$ cat src/rtl/tile_rd_if.sv
// tile_rd_if: AXI read-address and read-data handshake bundle for the tile fetcher
interface tile_rd_if #(parameter int AW = 32);
  logic arvalid, arready, rvalid, rlast;
  logic [AW-1:0] araddr;
  logic [7:0] arlen;
  logic [2:0] arsize;
  logic [1:0] arburst;
  modport master(output arvalid, araddr, arlen, arsize, arburst, input arready, rvalid, rlast);
  modport slave(input arvalid, araddr, arlen, arsize, arburst, output arready, rvalid, rlast);
endinterface

$ cat src/rtl/tile_rd_addr_gen.sv
// tile_rd_addr_gen: walks the input map block by block issuing one INCR burst per tile row per channel
module tile_rd_addr_gen #(
  parameter int AW = 32,
  parameter int DW = 32,
  parameter int KSIZE = 3,
  parameter int POX = 15,
  parameter int POY = 3,
  parameter int STRIDE = 2,
  parameter int IW = 224,
  parameter int IH = 224,
  parameter int CH = 4,
  parameter int BURST = 16,
  parameter int MAXOUT = 4
) (
  input  logic          clk,
  input  logic          rst_n,
  input  logic          init_addr_en,
  input  logic [AW-1:0] init_addr,
  input  logic          abort,
  input  logic          result_valid,
  tile_rd_if.master     axi,
  output logic          blkend,
  output logic          mapend,
  output logic          busy
);
  localparam int EB = DW / 8;
  localparam int TR = (POY - 1) * STRIDE + KSIZE;
  localparam int RPB = POY * STRIDE;
  localparam int NBX = IW / (POX * STRIDE);
  localparam int NBY = IH / RPB;
  typedef enum logic [1:0] {IDLE, ISSUE, DRAIN, WAIT_RES} state_t;
  state_t state, state_n;
  logic [AW-1:0] base, base_n;
  logic [15:0] bx, by, c, r, bx_n, by_n, c_n, r_n, out_cnt, cnt_n, rlim;
  logic [31:0] rem;
  logic arv, arv_n, res_seen, res_n, abt, abt_n, acc, ret, stop, last_r, last_c, last_blk;
  assign acc = arv & axi.arready;
  assign ret = axi.rvalid & axi.rlast & (out_cnt != 16'd0);
  assign cnt_n = out_cnt + 16'(acc) - 16'(ret);
  assign stop = abort | abt;
  // rows past the bottom edge of the map are clipped from the last block row
  assign rem = 32'(IH) - 32'(by) * 32'(RPB);
  assign rlim = (rem < 32'(TR)) ? rem[15:0] : 16'(TR);
  assign last_r = r == rlim - 16'd1;
  assign last_c = c == 16'(CH - 1);
  assign last_blk = (bx == 16'(NBX - 1)) && (by == 16'(NBY - 1));
  assign busy = state != IDLE;
  assign axi.arvalid = arv;
  assign axi.araddr = base + AW'(c) * AW'(IW * IH * EB) + (AW'(by) * AW'(RPB) + AW'(r)) * AW'(IW * EB)
                    + AW'(bx) * AW'(POX * STRIDE * EB);
  assign axi.arlen = 8'(BURST - 1);
  assign axi.arsize = 3'($clog2(EB));
  assign axi.arburst = 2'b01;
  // next-state, walk counters and the held AR valid
  always_comb begin
    state_n = state;
    arv_n = arv;
    base_n = base;
    {bx_n, by_n, c_n, r_n} = {bx, by, c, r};
    res_n = res_seen;
    abt_n = stop;
    blkend = 1'b0;
    mapend = 1'b0;
    case (state)
      IDLE: begin
        abt_n = 1'b0;
        res_n = 1'b0;
        if (init_addr_en) begin
          base_n = init_addr;
          {bx_n, by_n, c_n, r_n} = '0;
          arv_n = 1'b1;
          state_n = ISSUE;
        end
      end
      ISSUE: begin
        res_n = res_seen | result_valid;
        if (acc) begin
          r_n = last_r ? 16'd0 : r + 16'd1;
          c_n = last_r ? (last_c ? 16'd0 : c + 16'd1) : c;
        end
        if (acc && last_r && last_c) begin
          arv_n = 1'b0;
          state_n = DRAIN;
        end else if (stop) begin
          arv_n = arv & ~acc;
          state_n = (arv & ~acc) ? ISSUE : DRAIN;
        end else arv_n = cnt_n < 16'(MAXOUT);
      end
      DRAIN: begin
        res_n = res_seen | result_valid;
        if (out_cnt == 16'd0) begin
          blkend = ~stop;
          mapend = ~stop & last_blk;
          state_n = (stop | last_blk) ? IDLE : WAIT_RES;
        end
      end
      WAIT_RES: begin
        if (stop) state_n = DRAIN;
        else if (res_seen | result_valid) begin
          res_n = 1'b0;
          bx_n = (bx == 16'(NBX - 1)) ? 16'd0 : bx + 16'd1;
          by_n = (bx == 16'(NBX - 1)) ? by + 16'd1 : by;
          c_n = 16'd0;
          r_n = 16'd0;
          arv_n = 1'b1;
          state_n = ISSUE;
        end
      end
      default: ;
    endcase
  end
  // state and counter registers
  always_ff @(posedge clk or negedge rst_n) begin
    if (!rst_n) begin
      state <= IDLE;
      arv <= 1'b0;
      base <= '0;
      {bx, by, c, r} <= '0;
      out_cnt <= '0;
      res_seen <= 1'b0;
      abt <= 1'b0;
    end else begin
      state <= state_n;
      arv <= arv_n;
      base <= base_n;
      {bx, by, c, r} <= {bx_n, by_n, c_n, r_n};
      out_cnt <= cnt_n;
      res_seen <= res_n;
      abt <= abt_n;
    end
  end
endmodule

$ cat src/flat_wrapper.sv
// flat-port wrapper written by rule: the top's interface ports become plain ports
module tile_rd_addr_gen_flat 
#(
  parameter int AW = 32,
  parameter int DW = 32,
  parameter int KSIZE = 3,
  parameter int POX = 15,
  parameter int POY = 3,
  parameter int STRIDE = 2,
  parameter int IW = 224,
  parameter int IH = 224,
  parameter int CH = 4,
  parameter int BURST = 16,
  parameter int MAXOUT = 4
)
  (clk, rst_n, init_addr_en, init_addr, abort, result_valid, blkend, mapend, busy, axi_arvalid, axi_araddr, axi_arlen, axi_arsize, axi_arburst, axi_arready, axi_rvalid, axi_rlast);
  tile_rd_if #(.AW(AW)) axi_i ();
  input  logic clk;
  input  logic rst_n;
  input  logic init_addr_en;
  input  logic [AW-1:0] init_addr;
  input  logic abort;
  input  logic result_valid;
  output logic blkend;
  output logic mapend;
  output logic busy;
  output wire logic [$bits(axi_i.arvalid)-1:0] axi_arvalid;
  output wire logic [$bits(axi_i.araddr)-1:0] axi_araddr;
  output wire logic [$bits(axi_i.arlen)-1:0] axi_arlen;
  output wire logic [$bits(axi_i.arsize)-1:0] axi_arsize;
  output wire logic [$bits(axi_i.arburst)-1:0] axi_arburst;
  input wire logic [$bits(axi_i.arready)-1:0] axi_arready;
  input wire logic [$bits(axi_i.rvalid)-1:0] axi_rvalid;
  input wire logic [$bits(axi_i.rlast)-1:0] axi_rlast;
  assign axi_arvalid = axi_i.arvalid;
  assign axi_araddr = axi_i.araddr;
  assign axi_arlen = axi_i.arlen;
  assign axi_arsize = axi_i.arsize;
  assign axi_arburst = axi_i.arburst;
  assign axi_i.arready = axi_arready;
  assign axi_i.rvalid = axi_rvalid;
  assign axi_i.rlast = axi_rlast;
  tile_rd_addr_gen #(.AW(AW), .DW(DW), .KSIZE(KSIZE), .POX(POX), .POY(POY), .STRIDE(STRIDE), .IW(IW), .IH(IH), .CH(CH), .BURST(BURST), .MAXOUT(MAXOUT)) u_core (.clk(clk), .rst_n(rst_n), .init_addr_en(init_addr_en), .init_addr(init_addr), .abort(abort), .result_valid(result_valid), .axi(axi_i), .blkend(blkend), .mapend(mapend), .busy(busy));
endmodule
$ cat config.mk
export PLATFORM = sky130hd
export DESIGN_NAME = tile_rd_addr_gen_flat
export DESIGN_NICKNAME = d
export VERILOG_FILES = /design/src/rtl/tile_rd_if.sv /design/src/rtl/tile_rd_addr_gen.sv /design/src/flat_wrapper.sv
export SDC_FILE = /design/constraint.sdc
export NUM_CORES = 1
export LEC_CHECK = 0
export BUFFER_PORTS_ARGS = -buffer_cell sky130_fd_sc_hd__buf_2
export CORE_UTILIZATION = 64
export CTS_CLUSTER_DIAMETER = 30
export DETAILED_ROUTE_END_ITERATION = 12
export PLACE_DENSITY = 0.83
export SETUP_SLACK_MARGIN = 0.5
export SLEW_MARGIN = 20
export SYNTH_ARGS = -nofsm -noshare
export SYNTH_HDL_FRONTEND = slang
export SYNTH_SLANG_ARGS = --single-unit
$ cat constraint.sdc
create_clock -name clk -period 11.1 [get_ports clk]
set_clock_uncertainty 0.05 [all_clocks]
set_input_delay 0.555 -clock clk [delete_from_list [all_inputs] [get_ports clk]]
set_output_delay 0.555 -clock clk [all_outputs]
set_load 0.01 [all_outputs]
==> results.toml <==
[run_status]
status = "complete, but fails checks"
violations = "DRC"

[cts]
cts-resized-gates = 0
cts-root-buf = "clkbuf_16"
cts_tree = "done"
clk_latency_ps = 430
cts.sinks = 117
h-tree-depth = 4
clockBufferDepth = 2
cts_setup_buffers = 0
clk_pin_slew_ps = 70
numCtsBuffers = 17
postCtsHoldBufs = 0

[timing]
setup_violations = 0
period_minus_slack_ps = 9830
worstMarginPinSlew_ps = 1060
rsz0062_at_grt = "no"
fmax_mhz = 102
tns_ps = 0
fin_crit_sh_pct = 88.6
hold_violations = 0
drv_slew = 0
slew_headroom_pct = 29.7
setup_slack_ps = 1270

[logic_synthesis]
synthMuxAreaShare_pct = 3.08
synth_compound_area_share_pct = 15.5
synth_seq_cells = 117
synthSimpleGateAreaFrac_pct = 13.1
synth_xor_area_share_pct = 8.01
synth_cell_types = 75
yosysWarnings = 0
syn-instance-count = 1628
synthTopCellsByArea = "ha_1, dfrtp_1, fa_1, xnor2_1, inv_1"
ys.flop_type = "dfrtp_1"
synth_top_family_by_area = "adder cells"
synthDominantCellAreaShare_pct = 21.1
synth_common_cells = "ha_1, inv_1, dfrtp_1, nor2_1, xnor2_1"
synth_largest_area_cell = "ha_1"
ys_seq_area_share_pct = 20.1
synthArstFlopShare_pct = 100
synth_most_common_cell = "ha_1"
netlist_area_um2 = 14500
synthAdderAreaFrac_pct = 33.2
synth_edf_count = 0
avgSynthCellArea_um2 = 8.93

[placed_design]
port_buffers = 75
post-dp-hpwl_mm = 25.6
gp_routability_congestion = 0.896
pre_cts_slack_ps = 1920

[setup_path]
critPathKind = "reg -> out"
cp_max_fo = 9
r2r-end = "u_core.state[0]"
slowest_stage = "fa_1"
start_kind = "flop"
crit_path_end = "axi_araddr[31]"
slowest_delay_ps = 580
crit_start = "u_core.by[0]"
required_ps = 10500
cp.arrival_ps = 9220
r2r-start = "u_core.by[0]"
regToRegSetupSlack_ps = 4300
crit_path_end_kind = "output pin"
reg2regPathDepth = 21

[detailed_routing]
drcViolationCount = 6
avgRoutedWirePerCell_um = 16.5
num_vias = 11913
wl_mm = 32.9
drt_iter0_drc = 736
via_per_inst = 5.96
ant_nets = 0
dr.pass1.iters = 12

[floorplan]
num_rows = 54
die_area_um2 = 23300
initial_core_util_pct = 66.0
io_pins = 89
die_h_um = 153
die_w_um = 153
design.core.area_um2 = 22000

[finish]
fin_nets = 2077
area_growth_pct = 8.46
nFillCells = 1652
final_layout_size_suffix_gt1_share_pct = 9.49

[grt]
grt_util_all_layers_pct = 29.1
grt_pass1_vias = 11661
grt_pass1_wl_mm = 55.1
grt_max_degree = 68
antenna_found_initial = 1
overflow = 0

[power_and_ir_drop]
powerDensity_nw_per_um2 = 192
peakVddDrop_mv = 0.254
leakage_nw = 8.56

[flow_run]
drv_cap = 0

[hold_path]
hold_path.class = "in -> async"
-- logic make-up after synthesis --
| logic type | count (synthesis) |
|---|---|
| simple gates | 394 |
| compound gates | 356 |
| fa+ha+maj | 333 |
| buf+inv | 253 |
| xor+xnor | 133 |
| flops | 117 |
| mux | 40 |
| other cells | 2 |
-- critical path: cells and delay by family, from the launching register on --
kind / cells / cell delay [ps]
adder cells (fa/ha/maj): 8 / 2930
buffers and inverters: 4 / 360
AO/OA/AOI/OAI: 17 / 3570
AND/OR/NAND/NOR: 4 / 760
XOR/XNOR: 3 / 610
flip-flops: 1 / 530
-- metal layers --
| layer | vias up | share of wire [%] | GRT usage (%) |
|---|---|---|---|
| met2 | 374 | 50 | 51.2 |
| met1 | 5757 | 42 | 36.1 |
| met4 | 0 | 2.9 | 10.4 |
| li1 | 5704 | - | - |
| met3 | 78 | 5.6 | 4.81 |
| met5 | - | 0 | 0 |
-- worst min path at each step --
stage	to	slack, ps	depth (start not counted)
after floorplan	u_core.abt	210	0
after global placement	u_core.base[2]	430	1
after detailed placement	u_core.base[18]	440	1
after CTS	u_core.base[25]	240	1
after global routing	u_core.base[24]	290	1
final	u_core.base[25]	200	1
-- where the power goes --
part / switching [mW] / total (mW) / internal [mW]
sequential: 0.0948 / 0.640 / 0.545
combinational: 1.04 / 1.80 / 0.768
clock: 0.242 / 0.585 / 0.343
total: 1.37 / 3.03 / 1.66
-- placed cells by master, fill, tap and decap left out, types with 4 or more instances in the layout --
| cell type | netlist | routed |
|---|---|---|
| ha_1 | 245 | 245 |
| inv_1 | 218 | 218 |
| nor2_1 | 117 | 117 |
| dfrtp_1 | 117 | 117 |
| xnor2_1 | 102 | 102 |
| nand2_1 | 92 | 92 |
| fa_1 | 88 | 88 |
| a21oi_1 | 83 | 83 |
| o21ai_0 | 78 | 78 |
| buf_2 | 1 | 74 |
| a21o_1 | 41 | 41 |
| nor3_1 | 38 | 38 |
| o21ai_1 | 38 | 38 |
| nand3_1 | 37 | 37 |
| mux2_2 | 33 | 33 |
| xor2_1 | 31 | 31 |
| and3_1 | 28 | 28 |
| clkbuf_16 | 0 | 17 |
| nor2b_1 | 13 | 13 |
| o21bai_1 | 13 | 13 |
| nand2b_1 | 13 | 13 |
| nand4_1 | 13 | 13 |
| o21a_1 | 13 | 13 |
| conb_1 | 2 | 13 |
| and2_1 | 12 | 12 |
| o31ai_1 | 10 | 10 |
| a21boi_0 | 9 | 9 |
| a211o_1 | 8 | 8 |
| nor4_1 | 7 | 7 |
| or3_1 | 7 | 7 |
| o211ai_1 | 7 | 7 |
| a31oi_1 | 7 | 7 |
| a211oi_1 | 7 | 7 |
| buf_4 | 16 | 7 |
| o41ai_1 | 5 | 5 |
| a31o_2 | 5 | 5 |
| mux2i_1 | 5 | 5 |
| inv_6 | 0 | 5 |
| o2111ai_1 | 4 | 4 |
-- state kept, by name (all words and copies together) (netlist names) --
name                flops
u_core.out_cnt         16
u_core.axi.arvalid      1
u_core.by              16
u_core.base            32
u_core.r               16
u_core.abt              1
u_core.c               16
u_core.res_seen         1
u_core.state            2
u_core.bx              16
-- final cells by class --
cell class | instances | area, um2 | share of cell area [%]
timing repair buffer | 81 | 423 | 2.68
sequential | 117 | 2930 | 18.6
clock inverter | 14 | 166 | 1.06
tap | 280 | 350 | 2.22
clock buffer | 18 | 439 | 2.78
inverter | 218 | 818 | 5.19
antenna | 1 | 2.50 | 0.0159
multi-input combinational | 1269 | 10600 | 67.5
-- through the flow --
| step | instance area [um2] | instances | power [mW] | utilization [%] | hold slack (ps) |
|---|---|---|---|---|---|
| 4_1_cts | 15800 | 1997 | 3.04 | 71.6 | 244 |
| 5_1_grt | 15800 | 1998 | 3.27 | 71.6 | 290 |
| 6_report | 15800 | 1998 | 3.03 | 71.6 | 204 |
| 3_5_place_dp | 15200 | 1965 | 2.43 | 68.8 | 445 |
| 3_3_place_gp | 15200 | 1965 | 2.36 | 68.8 | 433 |
| 2_1_floorplan | 14600 | 1639 | 1.93 | - | 209 |
(Power assumes the default switching activity.)
